File: src/rtl/frame_ram_pkg.sv
// Shared constants for the frame-buffer RAM arbiter.
// Owner tags, round-robin encodings and default widths.
package frame_ram_pkg;

  localparam int ADDR_W_DEF = 17;
  localparam int DATA_W_DEF = 12;
  localparam int TAG_W      = 2;

  localparam logic [TAG_W-1:0] OWN_NONE = 2'd0;
  localparam logic [TAG_W-1:0] OWN_DISP = 2'd1;
  localparam logic [TAG_W-1:0] OWN_FX   = 2'd2;

  localparam logic RR_CAP = 1'b0;
  localparam logic RR_FX  = 1'b1;

  function automatic logic [15:0] sat_inc16(input logic [15:0] v);
    return (v == 16'hFFFF) ? v : v + 16'd1;
  endfunction

endpackage

File: src/rtl/rd_tag_pipe.sv
// Shift register carrying the read-owner tag alongside each RAM access.
// Cleared synchronously so no stale return survives a reset.
module rd_tag_pipe #(
  parameter int DEPTH = 2,
  parameter int TAG_W = 2
) (
  input  logic             clk,
  input  logic             rst,
  input  logic [TAG_W-1:0] tag_in,
  output logic [TAG_W-1:0] tag_out
);

  logic [TAG_W-1:0] pipe_q [DEPTH];
  logic [TAG_W-1:0] pipe_d [DEPTH];

  always_comb begin
    pipe_d[0] = tag_in;
    for (int i = 1; i < DEPTH; i++) begin
      pipe_d[i] = pipe_q[i-1];
    end
  end

  always_ff @(posedge clk) begin
    if (rst) begin
      for (int i = 0; i < DEPTH; i++) begin
        pipe_q[i] <= '0;
      end
    end else begin
      for (int i = 0; i < DEPTH; i++) begin
        pipe_q[i] <= pipe_d[i];
      end
    end
  end

  assign tag_out = pipe_q[DEPTH-1];

endmodule

File: src/rtl/frame_ram_arbiter.sv
// Single-port frame BRAM arbiter: display first, capture/effect
// round-robin, capture writes swallowed while paused.
module frame_ram_arbiter
  import frame_ram_pkg::*;
#(
  parameter int ADDR_W = ADDR_W_DEF,
  parameter int DATA_W = DATA_W_DEF,
  parameter int RD_LAT = 1
) (
  input  logic              clk,
  input  logic              rst,
  input  logic              pause,
  input  logic              disp_req,
  input  logic [ADDR_W-1:0] disp_addr,
  output logic              disp_gnt,
  output logic              disp_rvalid,
  output logic [DATA_W-1:0] disp_rdata,
  input  logic              cap_req,
  input  logic [ADDR_W-1:0] cap_addr,
  input  logic [DATA_W-1:0] cap_wdata,
  output logic              cap_gnt,
  input  logic              fx_req,
  input  logic              fx_we,
  input  logic [ADDR_W-1:0] fx_addr,
  input  logic [DATA_W-1:0] fx_wdata,
  output logic              fx_gnt,
  output logic              fx_rvalid,
  output logic [DATA_W-1:0] fx_rdata,
  output logic              ram_en,
  output logic              ram_we,
  output logic [ADDR_W-1:0] ram_addr,
  output logic [DATA_W-1:0] ram_wdata,
  input  logic [DATA_W-1:0] ram_rdata,
  output logic [15:0]       drop_cnt
);

  logic              ram_en_q, ram_en_d;
  logic              ram_we_q, ram_we_d;
  logic [ADDR_W-1:0] ram_addr_q, ram_addr_d;
  logic [DATA_W-1:0] ram_wdata_q, ram_wdata_d;
  logic              rr_last_q, rr_last_d;
  logic [15:0]       drop_cnt_q, drop_cnt_d;
  logic [TAG_W-1:0]  tag_in, tag_out;

  logic cap_drop, cap_want;
  logic disp_win, cap_win, fx_win;

  always_comb begin
    cap_drop = cap_req & pause;
    cap_want = cap_req & ~pause;
    disp_win = disp_req;
    cap_win  = ~disp_req & cap_want
             & (~fx_req | (rr_last_q == RR_FX));
    fx_win   = ~disp_req & fx_req
             & (~cap_want | (rr_last_q == RR_CAP));
  end

  assign disp_gnt = disp_win;
  assign cap_gnt  = cap_drop | cap_win;
  assign fx_gnt   = fx_win;

  always_comb begin
    ram_en_d    = 1'b0;
    ram_we_d    = 1'b0;
    ram_addr_d  = ram_addr_q;
    ram_wdata_d = ram_wdata_q;
    rr_last_d   = rr_last_q;
    tag_in      = OWN_NONE;
    drop_cnt_d  = cap_drop ? sat_inc16(drop_cnt_q) : drop_cnt_q;
    unique case (1'b1)
      disp_win: begin
        ram_en_d   = 1'b1;
        ram_addr_d = disp_addr;
        tag_in     = OWN_DISP;
      end
      cap_win: begin
        ram_en_d    = 1'b1;
        ram_we_d    = 1'b1;
        ram_addr_d  = cap_addr;
        ram_wdata_d = cap_wdata;
        rr_last_d   = RR_CAP;
      end
      fx_win: begin
        ram_en_d    = 1'b1;
        ram_we_d    = fx_we;
        ram_addr_d  = fx_addr;
        ram_wdata_d = fx_wdata;
        rr_last_d   = RR_FX;
        tag_in      = fx_we ? OWN_NONE : OWN_FX;
      end
      default: ;
    endcase
  end

  always_ff @(posedge clk) begin
    if (rst) begin
      ram_en_q    <= 1'b0;
      ram_we_q    <= 1'b0;
      ram_addr_q  <= '0;
      ram_wdata_q <= '0;
      rr_last_q   <= RR_FX;
      drop_cnt_q  <= '0;
    end else begin
      ram_en_q    <= ram_en_d;
      ram_we_q    <= ram_we_d;
      ram_addr_q  <= ram_addr_d;
      ram_wdata_q <= ram_wdata_d;
      rr_last_q   <= rr_last_d;
      drop_cnt_q  <= drop_cnt_d;
    end
  end

  rd_tag_pipe #(
    .DEPTH (RD_LAT + 1),
    .TAG_W (TAG_W)
  ) u_tag_pipe (
    .clk     (clk),
    .rst     (rst),
    .tag_in  (tag_in),
    .tag_out (tag_out)
  );

  // Reset also masks the port so an access already on ram_* is dropped.
  assign ram_en    = ram_en_q & ~rst;
  assign ram_we    = ram_we_q & ~rst;
  assign ram_addr  = ram_addr_q;
  assign ram_wdata = ram_wdata_q;
  assign drop_cnt  = drop_cnt_q;

  assign disp_rvalid = ~rst & (tag_out == OWN_DISP);
  assign fx_rvalid   = ~rst & (tag_out == OWN_FX);
  assign disp_rdata  = ram_rdata;
  assign fx_rdata    = ram_rdata;

endmodule

File: config.mk
export PLATFORM = sky130hd
export DESIGN_NAME = frame_ram_arbiter
export DESIGN_NICKNAME = d
export VERILOG_FILES = /design/src/rtl/frame_ram_pkg.sv /design/src/rtl/rd_tag_pipe.sv /design/src/rtl/frame_ram_arbiter.sv
export SDC_FILE = /design/constraint.sdc
export NUM_CORES = 1
export LEC_CHECK = 0
export ABC_CLOCK_PERIOD_IN_PS = 2600
export CAP_MARGIN = 20
export CORE_ASPECT_RATIO = 1.25
export CORE_UTILIZATION = 36
export DETAILED_ROUTE_END_ITERATION = 12
export PLACE_DENSITY_LB_ADDON = 0.05
export SLEW_MARGIN = 20
export SYNTH_ARGS = -nofsm -noshare
export SYNTH_HDL_FRONTEND = slang
export SYNTH_SLANG_ARGS = --single-unit
export TNS_END_PERCENT = 50
File: constraint.sdc
create_clock -name clk -period 2.6 [get_ports clk]
set_input_delay 0.52 -clock clk [delete_from_list [all_inputs] [get_ports clk]]
set_output_delay 0.52 -clock clk [all_outputs]
set_load 0.02 [all_outputs]
# Yosys cells after proc, flatten, opt, wreduce, memory -nomap -nowiden
# Memories as Yosys holds them, arrays and structs flattened.
# Index checks and enable logic that the tools add are counted.
# op_classes
add_sub_neg	1
mul	0
div_mod_pow	0
magnitude_cmp	0
eq_ne	3
n_shift	0
mux	12
bitwise_logic	22
reduce_logical	4
# op_table
operator	count
case mux 17 bit (3 select lines)	1
case mux 12 bit (2 select lines)	1
adder 16 x 1 -> 16 bit (second input constant)	1
== test 16 bit (second input constant)	1
AND 1 bit	10
inverter 1 bit	7
2-to-1 mux 2 bit	3
bitwise OR 1 bit	5
2-to-1 mux 1 bit	4
case mux 1 bit (2 select lines)	2
case mux 2 bit (2 select lines)	1
nonzero test 3 bit	1
OR reduction 3 bit	1
== test 2 x 1 -> 1 bit (second input constant)	1
== test 2 bit (second input constant)	1
AND reduction 2 bit	1
nonzero test 2 bit	1
# word_totals
ff_bits	48
latchBits	0
ramBits	4
romBits	0
inputBits	94
mem_count	1
# mem_list
name	depth	width	rd	rd_ports_with_merged_regs	write_ports	line_no	rtl
u_tag_pipe.pipe_q	2	2	2	0	2	rd_tag_pipe.sv:13	logic [TAG_W-1:0] pipe_q [DEPTH];

# Longest topological paths before layout
# logic_depth
depth_word	7
ltp_mapped	7

# Hierarchy
# A second synthesis with hierarchy kept.
# unflattened
cells_unflattened	307
hier_area_um2	2566.2
# by_module_without_submodules
module	instances	cells_each	area_per_inst_um2
frame_ram_arbiter	1	299	2461.1
rd_tag_pipe	1	8	105.1

# Worst setup path after synthesis
# Ideal clock, no wire load.
# synth_path
kind	flip-flop to flip-flop
startpoint	register drop_cnt_q[0] (netlist: drop_cnt[0])
endpoint	register drop_cnt_q[1] (netlist: drop_cnt[1])
setup_ns	0.115
arrival_time_ns	1.919
required_time_ns	2.485
slack_ns	0.566
path_stages_with_launch	7
n_path_buf	1
cell_sequence	dfxtp_1 ha_1 nand4_1 nor4_4 buf_2 nor3b_1 o21ba_2
# synth_between
elab_chain_len	3
# synth_lines
item	line_no	rtl
start: declaration	frame_ram_arbiter.sv:42	logic [15:0] drop_cnt_q, drop_cnt_d;
start signal: assignment	frame_ram_arbiter.sv:109	drop_cnt_q <= drop_cnt_d;
parallel branches: the longest is 3 deep, another holds adder 16 x 1 -> 16 bit	-	
# Several ways; the timed one is not identified.
# A chain may end at the register's enable or synchronous reset.

# Worst setup path in the final report
# layout_path
startpoint	input cap_req
endpoint	output cap_gnt
# layout_between
elab_chain_len	4
# layout_lines
item	line_no	rtl
start: declaration	frame_ram_arbiter.sv:18	input logic cap_req,
AND 1 bit	frame_ram_arbiter.sv:50	cap_want = cap_req & ~pause;
AND 1 bit	frame_ram_arbiter.sv:52	cap_win = ~disp_req & cap_want
AND 1 bit	frame_ram_arbiter.sv:53	& (~fx_req | (rr_last_q == RR_FX));
bitwise OR 1 bit (*)	frame_ram_arbiter.sv:59	assign cap_gnt = cap_drop | cap_win;
end: declaration	frame_ram_arbiter.sv:21	output logic cap_gnt,
# Mark *: on every way between the ends. The rest lies on a longest branch, timed or not.

==> metrics <==
run status completed; Cells after DPL 497; Startpoint Class input pin; Final ANT Viol Nets 0; number of port buffers 133; fin cells 505; Power Dens Cells 435 nW/um^2; largest family of logic cells by synthesized area compound AO/OA/AOI/OAI gates; Layout area overhead 53.0%; I/O Pins 170; worst-skew pair later-pin latency 310 ps; initial antenna violation count 0; GR Overflow Total 0; share of the yosys chip area belonging to registers 39.7%; drt wl/cell 14.3 um; distinct cell type count after synthesis 36; post-synth design cell area 2620 sq um; Tcrit/Tclk final 95.0%; Crit. End Element output port; Initial Utilization 37.4%; Synth Area in Compound Gates 23.6%; Synth Flop Type dfxtp_1; final WL 7.24 mm; die height 97.5 um; Synth warnings 0; simple-gate share of the synthesized area 19.4%; Final min period 2470 ps; share of cells above drive strength 1 8.92%; Resized Gates After CTS 3; largest fanout on the critical path 3; r2r startpoint drop_cnt[5]$_SDFFE_PP0P_; DR iter-0 viols 45; CTS H-tree depth 2; Clock Skew 9.70 ps; Slew @ Worst Pin 626 ps; final setup vio count 0; CTS clock-pin slew for the worst setup and hold paths 100 ps; GR Util All Layers 19.5%; postcts setup bufs 0; Hold WS 462 ps; root buf cell clkbuf_8; Slew Viols, Final 0; TritonCTS clock tree done; synth top area cells dfxtp_1 40%, a211oi_1 8.6%, buf_4 7.4%, nor2_1 5.4%, mux2i_1 5.0%; count of clock tree sinks 52; Final GP Congestion 0.791; Seq cells post-synth 52; global-route wire length before repair 11.8 mm; die width 78.4 um; IR drop worst, VDD 0.220 mV; Yosys top cell by area dfxtp_1; RSZ-0062 raised after global routing false; Relative slew margins 58.3%; Fmax achieved 405 MHz; worst setup path startpoint cap_req; Layout fillers 697; Synth async-reset ratio 0%; CP required 2080 ps; Arrival @ worst endpoint 1950 ps; Post-layout nets 509; Core Rows 34; Post-synth top cells 52 x dfxtp_1, 38 x nor2_1, 30 x a211oi_1, 26 x buf_4, 22 x o21ai_0; Gate Count Post-Synth 303; cts bufs inserted 5; count leader, synth dfxtp_1; post-DP HPWL 5.33 mm; Core ar. 7020 sq um; adder-cell share of the synthesized area 0.477%; Post-synth EDFFs 0; Post-Layout Inst Area 4020 sq um; mean post-synth cell area 8.66 sq um; min-delay src u_tag_pipe.pipe_q[0][1]$_SDFF_PP0_; largest net degree at the start of global routing 26; Vias 2627; clock tree buffer depth 2; n_diodes 0; drt drc 0; post-synthesis mux area share 5.82%; Power Total 1.75 mW; max-cap violations 0; # hold bufs at CTS 0; Post-Synth XOR/XNOR Area 0%; WS Path Type in -> out; vias in the first global route 2537; share of Yosys cell area claimed by the top area cell type 39.7%; syn_nets 398; Final Hold Viols 0; post-DR vias/cell 5.20; Die ar. 7640 sq um; Core Util, Final 57.2%; placed cell area 3930 sq um; Lkg Pwr 1.42 nW; TritonRoute pass-1 iters 5; min-delay worst type reg -> reg
state kept, by name, indices dropped and copies added, names as in the netlist:
name               cells
drop_cnt              16
ram_addr              17
ram_en_q               1
ram_wdata             12
ram_we_q               1
rr_last_q              1
u_tag_pipe.pipe_q      4
cell usage in the layout (no fill, tap or decap), types with 3 or more instances in the layout:
cell,n
a211oi_1,30
nor3_1,4
buf_4,16
dfxtp_1,52
clkdlybuf4s50_1,130
nand3_1,9
nor2_1,37
a22oi_1,17
o21ai_0,22
nand2_1,5
clkbuf_8,5
a21oi_1,12
nor4_1,4
or3_1,4
nor3b_1,3
inv_1,4
nor2b_1,9
mux2i_1,13
or4_1,5
nand4_1,3
o31ai_1,5
cell families (layout without fill, tap and decap cells):
group,Yosys count,after routing
AOI/OAI and AO/OA,93,93
and+or+nand+nor,92,92
DFF,52,52
adders and majority gates,1,1
muxes,15,15
buffers and inverters,50,162
worst max-delay path: stages:
cell and delay (ps):
clkdlybuf4s50_1 520, or3b_2 470, o21ai_0 210, clkbuf_2 220
layout make-up:
| class | count | area, sq um | area share [%] |
|---|---|---|---|
| tap | 90 | 113 | 2.80 |
| inverter | 4 | 15.0 | 0.374 |
| timing repair buffer | 150 | 1460 | 36.4 |
| clock buffer | 5 | 68.8 | 1.71 |
| multi-input combinational | 201 | 1290 | 32.2 |
| clock inverter | 3 | 23.8 | 0.592 |
| sequential | 52 | 1040 | 25.9 |
through the flow:
step | setup TNS, ps | setup slack, ps
4_1_cts | 0 | 2.76
2_1_floorplan | 0 | 566
5_1_grt | 0 | 111
3_5_place_dp | -350 | -275
3_3_place_gp | -325 | -244
6_report | 0 | 130
routing by layer:
metal,track usage (%),up-vias,routed length (um)
met5,0,-,0
met4,6.84,0,127
met3,6.67,11,588
met2,33.0,111,3520
met1,22.6,1186,3010
li1,-,1319,-
worst paths after layout:
kind	cells past startpoint	slack (ps)	to
hold reg to reg	1	460	u_tag_pipe.pipe_q[0][3]$_SDFF_PP0_
hold / removal	1	460	u_tag_pipe.pipe_q[0][3]$_SDFF_PP0_
setup reg to reg	4	680	drop_cnt[11]$_SDFFE_PP0P_
setup / recovery	4	130	cap_gnt
where the power goes:
part           switching (mW)  internal [mW]
Clock                   0.277          0.191
Sequential             0.0222          0.840
Combinational           0.178          0.238
Power figures use the tool's default switching activity.
